**config.mk**
```make
export PLATFORM = sky130hd
export DESIGN_NAME = instr_fetch
export DESIGN_NICKNAME = d
export VERILOG_FILES = /design/src/rtl/instr_fetch.sv
export SDC_FILE = /design/constraint.sdc
export NUM_CORES = 1
export LEC_CHECK = 0
export BUFFER_PORTS_ARGS = -buffer_cell sky130_fd_sc_hd__buf_2
export CAP_MARGIN = 20
export CORE_MARGIN = 2
export CORE_UTILIZATION = 51
export DETAILED_ROUTE_END_ITERATION = 10
export PLACE_DENSITY_LB_ADDON = 0.3
export SLEW_MARGIN = 15
export SYNTH_ARGS = -nofsm -noshare
export SYNTH_HDL_FRONTEND = slang
export SYNTH_SLANG_ARGS = --single-unit
```
**constraint.sdc**
```tcl
create_clock -name clk -period 4.8 [get_ports clk]
set_clock_uncertainty 0.15 [all_clocks]
set_input_delay 0.48 -clock clk [delete_from_list [all_inputs] [get_ports clk]]
set_output_delay 0.48 -clock clk [all_outputs]
set_load 0.05 [all_outputs]
```
**src/rtl/instr_fetch.sv**
```systemverilog
// ---------------------------------------------------------------------------
// instr_fetch
//   Fetch stage sitting directly in front of instr_decoder. Owns the PC,
//   issues word reads to instruction memory, buffers the in-order responses
//   together with the address each one was fetched from, and hands
//   {instr, instr_pc} to the decoder. A redirect from branch resolution
//   reloads the PC, flushes everything buffered and arranges for the
//   responses still in flight to be thrown away when they arrive.
//
// Parameters
//   RESET_PC    PC loaded on reset (word aligned)
//   FIFO_DEPTH  instruction buffer entries, also the request credit (2..8)
//
// Optional feature
//   INSTR_FETCH_ILLEGAL_CHECK_EN  adds output instr_illegal, a per-entry flag
//                                 computed when the response is buffered.
//
// Ports
//   clk, rst                  clock, synchronous active-high reset
//   mem_req_valid/ready/addr  word read request channel to instruction memory
//   mem_rsp_valid/data        in-order read responses, no backpressure
//   redirect_valid/pc         PC redirect (low two bits are ignored)
//   instr_valid/ready         handshake towards the decoder
//   instr, instr_pc           buffered instruction word and its address
//   instr_illegal             (optional) head entry failed the opcode check
// ---------------------------------------------------------------------------
module instr_fetch #(
  parameter logic [31:0] RESET_PC   = 32'h0000_0000,
  parameter int          FIFO_DEPTH = 2
) (
  input  logic        clk,
  input  logic        rst,
  output logic        mem_req_valid,
  input  logic        mem_req_ready,
  output logic [31:0] mem_req_addr,
  input  logic        mem_rsp_valid,
  input  logic [31:0] mem_rsp_data,
  input  logic        redirect_valid,
  input  logic [31:0] redirect_pc,
  output logic        instr_valid,
  input  logic        instr_ready,
  output logic [31:0] instr,
`ifdef INSTR_FETCH_ILLEGAL_CHECK_EN
  output logic        instr_illegal,
`endif
  output logic [31:0] instr_pc
);

  localparam int CW = $clog2(FIFO_DEPTH + 1);
  localparam int PW = $clog2(FIFO_DEPTH);

  localparam logic [CW-1:0] CNT_ZERO = {CW{1'b0}};
  localparam logic [CW:0]   CREDIT   = (CW + 1)'(FIFO_DEPTH);
  localparam logic [PW-1:0] PTR_ZERO = {PW{1'b0}};
  localparam logic [PW-1:0] PTR_LAST = PW'(FIFO_DEPTH - 1);

  // Circular pointer advance; FIFO_DEPTH need not be a power of two.
  function automatic logic [PW-1:0] ptr_inc(input logic [PW-1:0] ptr);
    logic [PW-1:0] nxt;
    if (ptr == PTR_LAST) begin
      nxt = PTR_ZERO;
    end else begin
      nxt = ptr + PW'(1'b1);
    end
    return nxt;
  endfunction

`ifdef INSTR_FETCH_ILLEGAL_CHECK_EN
  // Only 32-bit encodings of LOAD, STORE, BRANCH, OP_IMM, OP and LUI pass.
  function automatic logic illegal_word(input logic [31:0] word);
    logic bad;
    case (word[6:2])
      5'b00000, 5'b01000, 5'b11000,
      5'b00100, 5'b01100, 5'b01101: bad = 1'b0;
      default:                      bad = 1'b1;
    endcase
    if (word[1:0] != 2'b11) begin
      bad = 1'b1;
    end else begin
      bad = bad;
    end
    return bad;
  endfunction
`endif

  logic [31:0]   pc_r;
  logic [CW-1:0] out_cnt_r;    // requests accepted, response not yet seen
  logic [CW-1:0] drop_cnt_r;   // responses still owed from before a redirect
  logic [CW-1:0] fifo_cnt_r;
  logic [PW-1:0] fifo_rd_r;
  logic [PW-1:0] fifo_wr_r;
  logic [PW-1:0] tag_rd_r;
  logic [PW-1:0] tag_wr_r;
  logic [31:0]   fifo_data_r [FIFO_DEPTH];
  logic [31:0]   fifo_pc_r   [FIFO_DEPTH];
  logic [31:0]   tag_q_r     [FIFO_DEPTH];
`ifdef INSTR_FETCH_ILLEGAL_CHECK_EN
  logic          fifo_ill_r  [FIFO_DEPTH];
`endif

  logic [CW:0]   credit_sum_s;
  logic          req_valid_s;
  logic          req_fire_s;
  logic          keep_rsp_s;
  logic          pop_s;
  logic [CW-1:0] rsp_dec_s;

  // Every buffered entry or in-flight request holds one credit, so the
  // buffer can always absorb every response that is still owed.
  assign credit_sum_s = {1'b0, out_cnt_r} + {1'b0, fifo_cnt_r};
  assign req_valid_s  = !rst && !redirect_valid && (credit_sum_s < CREDIT);
  assign req_fire_s   = req_valid_s && mem_req_ready;
  // A response landing in a redirect cycle is stale by definition.
  assign keep_rsp_s   = mem_rsp_valid && (drop_cnt_r == CNT_ZERO) && !redirect_valid;
  assign pop_s        = (fifo_cnt_r != CNT_ZERO) && instr_ready;
  assign rsp_dec_s    = CW'(mem_rsp_valid);

  assign mem_req_valid = req_valid_s;
  assign mem_req_addr  = pc_r;
  assign instr_valid   = (fifo_cnt_r != CNT_ZERO);
  assign instr         = fifo_data_r[fifo_rd_r];
  assign instr_pc      = fifo_pc_r[fifo_rd_r];
`ifdef INSTR_FETCH_ILLEGAL_CHECK_EN
  assign instr_illegal = fifo_ill_r[fifo_rd_r];
`endif

  // PC, credit counters, tag queue and instruction buffer.
  always_ff @(posedge clk) begin
    if (rst) begin
      pc_r       <= RESET_PC;
      out_cnt_r  <= CNT_ZERO;
      drop_cnt_r <= CNT_ZERO;
      fifo_cnt_r <= CNT_ZERO;
      fifo_rd_r  <= PTR_ZERO;
      fifo_wr_r  <= PTR_ZERO;
      tag_rd_r   <= PTR_ZERO;
      tag_wr_r   <= PTR_ZERO;
      for (int i = 0; i < FIFO_DEPTH; i++) begin
        fifo_data_r[i] <= 32'h0000_0000;
        fifo_pc_r[i]   <= 32'h0000_0000;
        tag_q_r[i]     <= 32'h0000_0000;
`ifdef INSTR_FETCH_ILLEGAL_CHECK_EN
        fifo_ill_r[i]  <= 1'b0;
`endif
      end
    end else if (redirect_valid) begin
      // Masking keeps every redirect_pc bit in use while forcing alignment.
      pc_r       <= redirect_pc & 32'hFFFF_FFFC;
      out_cnt_r  <= out_cnt_r - rsp_dec_s;
      // Everything still in flight belongs to the old stream.
      drop_cnt_r <= out_cnt_r - rsp_dec_s;
      fifo_cnt_r <= CNT_ZERO;
      fifo_rd_r  <= PTR_ZERO;
      fifo_wr_r  <= PTR_ZERO;
      tag_rd_r   <= PTR_ZERO;
      tag_wr_r   <= PTR_ZERO;
    end else begin
      out_cnt_r  <= out_cnt_r + CW'(req_fire_s) - rsp_dec_s;
      fifo_cnt_r <= fifo_cnt_r + CW'(keep_rsp_s) - CW'(pop_s);

      if (req_fire_s) begin
        pc_r              <= pc_r + 32'd4;
        tag_q_r[tag_wr_r] <= pc_r;
        tag_wr_r          <= ptr_inc(tag_wr_r);
      end

      // Dropped responses never had a tag pushed after the flush, so the
      // tag queue only advances on responses that are kept.
      if (mem_rsp_valid && (drop_cnt_r != CNT_ZERO)) begin
        drop_cnt_r <= drop_cnt_r - CW'(1'b1);
      end

      if (keep_rsp_s) begin
        fifo_data_r[fifo_wr_r] <= mem_rsp_data;
        fifo_pc_r[fifo_wr_r]   <= tag_q_r[tag_rd_r];
`ifdef INSTR_FETCH_ILLEGAL_CHECK_EN
        fifo_ill_r[fifo_wr_r]  <= illegal_word(mem_rsp_data);
`endif
        fifo_wr_r <= ptr_inc(fifo_wr_r);
        tag_rd_r  <= ptr_inc(tag_rd_r);
      end

      if (pop_s) begin
        fifo_rd_r <= ptr_inc(fifo_rd_r);
      end
    end
  end

  instr_fetch_chk #(
    .FIFO_DEPTH (FIFO_DEPTH),
    .CW         (CW)
  ) u_chk (
    .clk           (clk),
    .rst           (rst),
    .mem_rsp_valid (mem_rsp_valid),
    .out_cnt       (out_cnt_r),
    .fifo_cnt      (fifo_cnt_r)
  );

endmodule

// ---------------------------------------------------------------------------
// instr_fetch_chk
//   Protocol and credit invariants for instr_fetch.
//   Ports: clk, rst, mem_rsp_valid, out_cnt (requests in flight),
//          fifo_cnt (buffered entries).
// ---------------------------------------------------------------------------
module instr_fetch_chk #(
  parameter int FIFO_DEPTH = 2,
  parameter int CW         = 2
) (
  input logic          clk,
  input logic          rst,
  input logic          mem_rsp_valid,
  input logic [CW-1:0] out_cnt,
  input logic [CW-1:0] fifo_cnt
);

  // A response with nothing in flight means memory broke the protocol.
  a_rsp_has_request: assert property (
    @(posedge clk) disable iff (rst) mem_rsp_valid |-> (out_cnt != {CW{1'b0}})
  );

  // Credits held by in-flight requests and buffered entries never exceed depth.
  a_credit_bound: assert property (
    @(posedge clk) disable iff (rst)
      ({1'b0, out_cnt} + {1'b0, fifo_cnt}) <= (CW + 1)'(FIFO_DEPTH)
  );

endmodule

```
### Word-level counts from Yosys, hierarchy flattened

Memory sizes are Yosys's and may differ from the RTL's. A register that Yosys moved wholly into a read port is not among the register bits.
Cells that the tools add are included.
Widths: inputs -> output; s select.

| word-level totals | value |
|---|---|
| logic and storage cells | 77 |
| memory bits (writable) | 192 |
| memories kept | 3 |
| bits of input ports | 70 |
| output and inout bits | 98 |
| bits in registers | 42 |

| operators by class | value |
|---|---|
| multiplexer cells | 34 |
| add/sub/neg operators | 12 |
| reduce and logical (&&, ||, !) cells | 18 |
| order comparisons | 1 |

Memories:

| name | depth | bits a word | rd ports | clocked after memory_dff | write ports | RTL line | text |
|---|---|---|---|---|---|---|---|
| fifo_data_r | 2 | 32 | 1 | 1 | 2 | 94 | `logic [31:0] fifo_data_r [FIFO_DEPTH];` |
| fifo_pc_r | 2 | 32 | 1 | 1 | 2 | 95 | `logic [31:0] fifo_pc_r [FIFO_DEPTH];` |
| tag_q_r | 2 | 32 | 1 | 1 | 2 | 96 | `logic [31:0] tag_q_r [FIFO_DEPTH];` |

Operators with widths:

| cell | count |
|---|---|
| $mux 32 | 5 |
| $reduce_or 32->1 | 3 |
| $add 32x3->32 const B | 1 |
| $mux 1 | 26 |
| $reduce_bool 2->1 | 4 |
| $logic_and 1x1->1 | 7 |
| $mux 2 | 3 |
| $sub 2x1->2 | 3 |
| $add 1x1->1 const B | 4 |
| $add 2x1->2 | 2 |
| $add 2x2->3 | 1 |
| $lt 3x2->1 const B | 1 |
| $logic_not 1->1 | 2 |
| $logic_not 2->1 | 1 |
| $reduce_or 2->1 | 1 |
| $sub 2x1->2 const B | 1 |

### Logic depth before layout (Yosys ltp)

Gate-level depths: netlist of run 1.

| logic depth | value |
|---|---|
| depth after elaboration | 10 |
| depth in mapped cells | 13 |
| depth with buffers taken out | 12 |

### Worst setup path before layout of run 1

Ideal clock, no wire load.

| timing | value |
|---|---|
| path type | input to register |
| start | in redirect_valid |
| end | mem fifo_data_r[0][0], enable pin |
| setup slack | 0.074 ns |
| arrival | 4.081 ns |
| cell stages on the path | 5 |
| library setup time | 0.495 ns |
| required time | 4.155 ns |
| buffers on the path | 2 |
| path through | clkbuf_1 > inv_1 > clkbuf_1 > nand3_1 > o21bai_1 |

RTL lines:

| what | RTL line | text |
|---|---|---|
| start: declaration | 38 | `input logic redirect_valid,` |
| end: declaration | 94 |  |

==> qor.log, run 1 <==
INFO  pwr            power.switching=1.19mW
INFO  setup_path     critical-path-slowest-cell=or2_2
INFO  sta            finalSetupViolCount=0
INFO  route          routed_wire_length_per_instance=17.3um
INFO  setup_path     crit_path_cell_trace=and2_1 > fa_1 > or3b_1 > nor2_2 > inv_2 > nor2_1 > or2_2
INFO  clocking       cts-root-to-sink-buffers=3
INFO  sta            fin_crit=3.48ns
INFO  global_route   maximum_number_of_pins_on_one_net_before_global_route_repair=43
INFO  setup_path     worst-setup-path-type=reg2reg
INFO  synthesis      ys_seq_area_share=63.4%
INFO  route          detailroute.via_count=6,509
INFO  sta            grt_setup_unrepaired=false
INFO  final_layout   mostFrequentLayoutCells=edfxtp_1 (184), buf_2 (161), and2_1 (100)
INFO  pwr            intPower=3.54mW
INFO  placed_design  place_congestion=0.784
INFO  run            cap_violations=0
INFO  worst_hold_path hold_path_startpoint=redirect_pc[3]
INFO  placed_design  port_buffers=161
INFO  setup_path     rr_endpoint=tag_q_r[0][2]
INFO  pwr            share_comb_of_total_power=12.5%
INFO  route          drt_iter0_markers=351
INFO  clocking       hold_buffers=0
INFO  sta            finalMaxSlewViolations=0
INFO  route          routed_via_density=5.35
INFO  final_layout   mostFrequentLayoutCell=edfxtp_1
INFO  die            core_area=19,400um^2
INFO  pwr            power.ir.vdd_worst=0.311mV
INFO  synthesis      yosysWarnings=0
INFO  pwr            p_leak=4.77nW
INFO  synthesis      netlist_area=10,000um^2
INFO  setup_path     required=4.78ns
INFO  route          drt_drc_violations_left=0
INFO  route          drt-pass1-iter-count=4
INFO  worst_hold_path worstHoldPathType=in2reg
INFO  synthesis      synth_async_sr_flop_share=0%
INFO  die            x_dimension_of_the_die=144um
INFO  setup_path     critPathLaunchType=flop
INFO  global_route   global_route.usage.total=20.2%
INFO  clocking       cts_buffers=23
INFO  pwr            p_sw_share=25.1%
INFO  placed_design  final_hpwl_from_detailed_placement=13,900um
INFO  die            rows=51
INFO  synthesis      synth_enable_flop_cells=184
INFO  pwr            power_density_over_the_cells=396nW/um^2
INFO  sta            tightest_slew=1.00ns
INFO  global_route   grt_overflow_total=0
INFO  clocking       clk_latency=0.50ns
INFO  setup_path     crit-reg2reg-launch=out_cnt_r[0]
INFO  final_layout   multi_input_comb_area=3460um^2
INFO  die            die-height=144um
INFO  setup_path     longest_individual_stage_delay_on_the_worst_path=0.63ns
INFO  setup_path     crit_path_max_fanout=30
INFO  route          detail_route.wirelength=21,000um
INFO  clocking       cts_root_buf=clkbuf_16
INFO  die            start_util=51.8%
INFO  final_layout   nNetsFinal=1,015
INFO  setup_path     r2r_slack=1.32ns
INFO  sta            share_of_the_clock_period_used_by_the_worst_path=72.5%
INFO  worst_hold_path holdPathEnd=mem_req_addr[3]
INFO  synthesis      synthCells=789
INFO  global_route   first_global_vias=6,268
INFO  synthesis      synth.lib_cells_used.distinct=49
INFO  die            boundaryPins=168
INFO  die            die-area=20,800um^2
INFO  clocking       postCtsSetupRepairBufs=0
INFO  pwr            seqPwrFrac=48.6%
INFO  status         run_status=finished clean
INFO  sta            relative_slew_margins=33.3%
INFO  global_route   antenna_violations_before_repair=0
INFO  final_layout   layout.area.seq=6370um^2
INFO  synthesis      postSynthAreaPerCell=12.7um^2
INFO  synthesis      ys_ff_latch=226
INFO  synthesis      ys_dominant_reg_cell=edfxtp_1
INFO  clocking       cts_resized=0
INFO  sta            setup_tns=0ns
INFO  final_layout   filler_instances=1,576
INFO  pwr            total_power=4.73mW
INFO  setup_path     crit_path_dat=3.46ns
INFO  clocking       clock-sinks=226
INFO  setup_path     rr_worst_depth=7
INFO  setup_path     critical_path.endpoint_type=flop
INFO  final_layout   insertedDiodeCount=0
INFO  final_layout   area_delta_synth_final=18.7%
INFO  global_route   grt_pass1_wl=32,500um
INFO  clocking       cts_max_level=1
INFO  final_layout   final_layout_size_suffix_gt1_share=30.1%
INFO  worst_hold_path hold-path-cell-count=3
INFO  clocking       clock_tree_from_tritoncts=built
INFO  pwr            proportion_of_power_drawn_by_the_clock_network=38.9%
INFO  route          postRouteAntennaNets=0
INFO  sta            max_freq=287MHz
INFO  clocking       clk_transition_reported_paths=0.06ns
INFO  sta            final-hold-violation-count=0
## critical path, delay by kind of cell, from the launching register on
kind	cells	cell delay, ns
flip-flops	1	0.32
buffers and inverters	1	0.17
adder cells (fa/ha/maj)	1	0.50
AND/OR/NAND/NOR	5	1.96
## power by group through the flow
| stage | Combinational [mW] | Sequential [mW] | Clock, mW |
|---|---|---|---|
| global route | 0.632 | 2.31 | 1.93 |
| floorplan | 0.393 | 2.37 | 0 |
| CTS | 0.589 | 2.30 | 1.86 |
| finish | 0.590 | 2.30 | 1.84 |
| detailed placement | 0.586 | 2.35 | 0 |
| global placement | 0.578 | 2.34 | 0 |
## sequential cells by signal (all words and copies together) (netlist names), named ones only
register / cells
fifo_rd_r: 1
out_cnt_r: 2
fifo_cnt_r: 2
tag_wr_r: 1
drop_cnt_r: 2
fifo_pc_r: 60
tag_rd_r: 1
tag_q_r: 60
fifo_data_r: 64
mem_req_addr: 30
fifo_wr_r: 1
## worst max path at each step
stage                    from                end  slack, ns  cells past startpoint
2_1_floorplan  redirect_valid  fifo_data_r[0][0]       0.07                      5
3_3_place_gp     out_cnt_r[0]     tag_q_r[0][16]       1.39                      7
3_5_place_dp     out_cnt_r[0]     tag_q_r[0][12]       1.32                      7
4_1_cts          out_cnt_r[0]     tag_q_r[0][18]       1.32                      7
5_1_grt          out_cnt_r[0]      tag_q_r[0][2]       1.11                      7
6_report         out_cnt_r[0]      tag_q_r[0][2]       1.32                      7
## cell type report
class	count	area share, %
Clock buffer	32	5.36
Clock inverter	8	1.19
Inverter	9	0.283
Multi-Input combinational cell	501	29.0
Sequential cell	226	53.4
Tap cell	265	2.78
Timing Repair Buffer	176	8.04
## synthesized netlist by cell type (all sizes together) (2+ instances only)
library cell	instances	area, um^2
and3	34	213
a2bb2oi	3	26.3
a211oi	12	100
nor2	94	353
or3	3	18.8
a21oi	20	100
dfxtp	42	841
ha	7	87.6
nand4	14	93.8
inv	9	33.8
xor2	11	96.3
o22ai	3	18.8
o21ai	4	20.0
nor4	8	68.8
xnor2	18	158
nand2	27	101
mux2i	31	310
and2	100	626
nor3	9	50.1
and4	4	35.0
nand2b	3	18.8
nand3	11	55.1
or2	3	18.8
edfxtp	184	5530
a31oi	3	18.8
clkbuf	47	176
mux2	64	721
o211ai	2	15.0
buf	9	52.6
## kinds of logic after synthesis
group / after synthesis / synth area share, %
muxes: 95 / 10.3
xor gates and xnor gates: 29 / 2.53
adders and majority gates: 8 / 1.07
AOI/OAI and AO/OA: 51 / 3.30
and+or+nand+nor: 314 / 16.8
buffers and inverters: 65 / 2.62
DFF: 226 / 63.4
other: 1 / 0.0373
## layer usage
metal  wire length (um)  up-vias  global-route usage [%]
met1               9120     3141                    26.2
met2              10200      204                    34.6
met4                512        0                    6.69
met3               1230       41                    3.25
met5                  0        -                       0
li1                   -     3123                       -
## through the flow
| step | cell area (um^2) | setup WS [ns] | cells | utilization (%) | hold slack [ns] |
|---|---|---|---|---|---|
| after global placement | 11100 | 1.39 | 1174 | 57.2 | 0.334 |
| after detailed placement | 11100 | 1.32 | 1176 | 57.4 | 0.345 |
| after global routing | 11900 | 1.11 | 1217 | 61.5 | 0.0861 |
| after floorplan | 10100 | 0.0741 | 792 | - | 0.322 |
| final | 11900 | 1.32 | 1217 | 61.5 | 0.0604 |
| after CTS | 11900 | 1.32 | 1216 | 61.4 | 0.0434 |
Power figures use the tool's default switching activity.
==> run 2, diff against run 1 <==
clock period = 3 ns   (was 4.8 ns; I/O delays follow)
==> qor.log, run 2 (synthesized netlist as in run 1, its figures left out) <==
INFO  status         run_status=finished clean
INFO  pwr            proportion_of_power_drawn_by_the_clock_network=37.6%
INFO  route          drt-pass1-iter-count=4
INFO  clocking       clock_tree_from_tritoncts=built
INFO  die            core_area=19,400um^2
INFO  setup_path     crit_path_max_fanout=39
INFO  sta            max_freq=349MHz
INFO  final_layout   mostFrequentLayoutCell=edfxtp_1
INFO  setup_path     r2r_slack=0.13ns
INFO  route          drt_iter0_markers=381
INFO  placed_design  port_buffers=161
INFO  clocking       postCtsSetupRepairBufs=0
INFO  setup_path     rr_worst_depth=6
INFO  clocking       cts_buffers=24
INFO  final_layout   final_layout_size_suffix_gt1_share=29.1%
INFO  die            start_util=51.8%
INFO  setup_path     rr_endpoint=tag_q_r[1][2]
INFO  placed_design  final_hpwl_from_detailed_placement=13,800um
INFO  setup_path     critical_path.endpoint_type=flop
INFO  setup_path     count_of_buffer_and_inverter_cells_on_the_critical_path=1
INFO  clocking       cts_root_buf=clkbuf_16
INFO  die            boundaryPins=168
INFO  sta            tightest_slew=0.596ns
INFO  pwr            p_sw_share=25.9%
INFO  final_layout   top_register=fifo_data_r
INFO  setup_path     crit_path_cell_trace=and2_1 > fa_1 > or3b_1 > nor2_2 > buf_4 > a21o_2
INFO  final_layout   layout.core_utilization=65.0%
INFO  die            die-height=144um
INFO  route          routed_wire_length_per_instance=17.6um
INFO  setup_path     cp_top_family=simple AND/OR/NAND/NOR gates
INFO  setup_path     crit-reg2reg-launch=out_cnt_r[0]
INFO  setup_path     longest_individual_stage_delay_on_the_worst_path=0.49ns
INFO  route          drt_drc_violations_left=0
INFO  pwr            power.switching=1.96mW
INFO  clocking       cts_max_level=1
INFO  pwr            share_comb_of_total_power=13.7%
INFO  worst_hold_path worstHoldPathType=in2reg
INFO  clocking       clk_transition_reported_paths=0.06ns
INFO  pwr            seqPwrFrac=48.7%
INFO  setup_path     critical-path-slowest-cell=fa_1
INFO  sta            finalMaxSlewViolations=0
INFO  final_layout   mostFrequentLayoutCells=edfxtp_1 (184), buf_2 (161), and2_1 (100)
INFO  route          detail_route.wirelength=22,600um
INFO  sta            final-hold-violation-count=0
INFO  global_route   global_route.usage.total=21.2%
INFO  clocking       clk_latency=0.51ns
INFO  die            x_dimension_of_the_die=144um
INFO  pwr            intPower=5.60mW
INFO  worst_hold_path hold_path_startpoint=redirect_pc[31]
INFO  route          postRouteAntennaNets=0
INFO  sta            share_of_the_clock_period_used_by_the_worst_path=95.6%
INFO  global_route   first_global_vias=6,612
INFO  global_route   grt_pass1_wl=34,000um
INFO  setup_path     required=3.01ns
INFO  die            rows=51
INFO  sta            setup_tns=0ns
INFO  sta            grt_setup_unrepaired=false
INFO  route          detailroute.via_count=6,822
INFO  final_layout   nNetsFinal=1,084
INFO  final_layout   filler_instances=1,485
INFO  die            die-area=20,800um^2
INFO  sta            relative_slew_margins=60.2%
INFO  global_route   grt_overflow_total=0
INFO  route          routed_via_density=5.30
INFO  pwr            p_leak=5.05nW
INFO  worst_hold_path hold-path-cell-count=4
INFO  setup_path     worst-setup-path-type=reg2reg
INFO  clocking       cts-root-to-sink-buffers=3
INFO  setup_path     critPathLaunchType=flop
INFO  final_layout   largest_register_ffs=64
INFO  pwr            power_density_over_the_cells=600nW/um^2
INFO  final_layout   area_delta_synth_final=25.4%
INFO  run            cap_violations=0
INFO  worst_hold_path holdPathEnd=mem_req_addr[31]
INFO  final_layout   insertedDiodeCount=0
INFO  pwr            power.ir.vdd_worst=0.449mV
INFO  sta            finalSetupViolCount=0
INFO  final_layout   largestRegisters=fifo_data_r: 64 flops, fifo_pc_r: 60 flops, tag_q_r: 60 flops
INFO  setup_path     crit_path_dat=2.88ns
INFO  placed_design  place_congestion=0.784
INFO  global_route   maximum_number_of_pins_on_one_net_before_global_route_repair=58
INFO  global_route   antenna_violations_before_repair=0
INFO  clocking       clock-sinks=226
INFO  sta            fin_crit=2.87ns
==> run 2: power groups by stage <==
stage               clock network, mW  registers, mW  logic [mW]
floorplan                           0           3.79       0.632
global placement                    0           3.74       0.958
detailed placement                  0           3.75       0.963
CTS                              2.89           3.68        1.03
global route                     2.99           3.70        1.10
finish                           2.84           3.68        1.03
==> run 2: area by class of cell <==
type                            count  area (um^2)  area share [%]
Sequential cell                   226         6370            50.5
Clock buffer                       29          641            5.08
Timing Repair Buffer              242         1620            12.9
Tap cell                          265          332            2.63
Clock inverter                     14          118           0.933
Multi-Input combinational cell    503         3490            27.7
Inverter                            9         33.8           0.268
==> run 2: metal layers <==
layer | vias up | share of wire, % | track usage [%]
met3 | 42 | 6.2 | 3.25
met2 | 256 | 49 | 37.5
met1 | 3267 | 42 | 26.6
met5 | - | 0 | 0
li1 | 3257 | - | -
met4 | 0 | 2.4 | 6.95
==> run 2: how the worst max path moves through the flow <==
stage / slack (ns) / startpoint / end / depth (start not counted)
floorplan: 0.05 / out_cnt_r[0] / out_cnt_r[1] / 13
global placement: 0.12 / out_cnt_r[0] / mem_req_addr[15] / 7
detailed placement: 0.09 / out_cnt_r[0] / mem_req_addr[15] / 7
CTS: 0.06 / out_cnt_r[0] / mem_req_addr[15] / 7
global route: 0.004 / out_cnt_r[0] / tag_q_r[1][4] / 6
finish: 0.13 / out_cnt_r[0] / tag_q_r[1][2] / 6
==> run 2: repair_timing <==
| action | 4_1_cts | 5_1_grt |
|---|---|---|
| setup endpoints to repair | 0 | 47 |
| resized for setup | 0 | 3 |
| endpoints found under the hold margin | 91 | 0 |
| hold buffers | 59 | 0 |
==> run 2: worst register-to-register path: stages (launching register included) <==
cell and delay [ns]:
dfxtp_1 0.32, and2_1 0.16, fa_1 0.49, or3b_1 0.43, nor2_2 0.12, buf_4 0.37
a21o_2 0.47
==> run 2: per-stage QoR <==
step	area [um^2]	std cells	power (mW)	worst slack, ns	hold slack, ns
3_5_place_dp	11200	1184	4.71	0.0868	0.347
5_1_grt	12600	1288	7.79	0.00355	0.0573
6_report	12600	1288	7.56	0.133	0.0633
4_1_cts	12600	1286	7.60	0.0584	0.0379
3_3_place_gp	11200	1184	4.70	0.121	0.333
2_1_floorplan	10100	792	4.42	0.0520	0.265
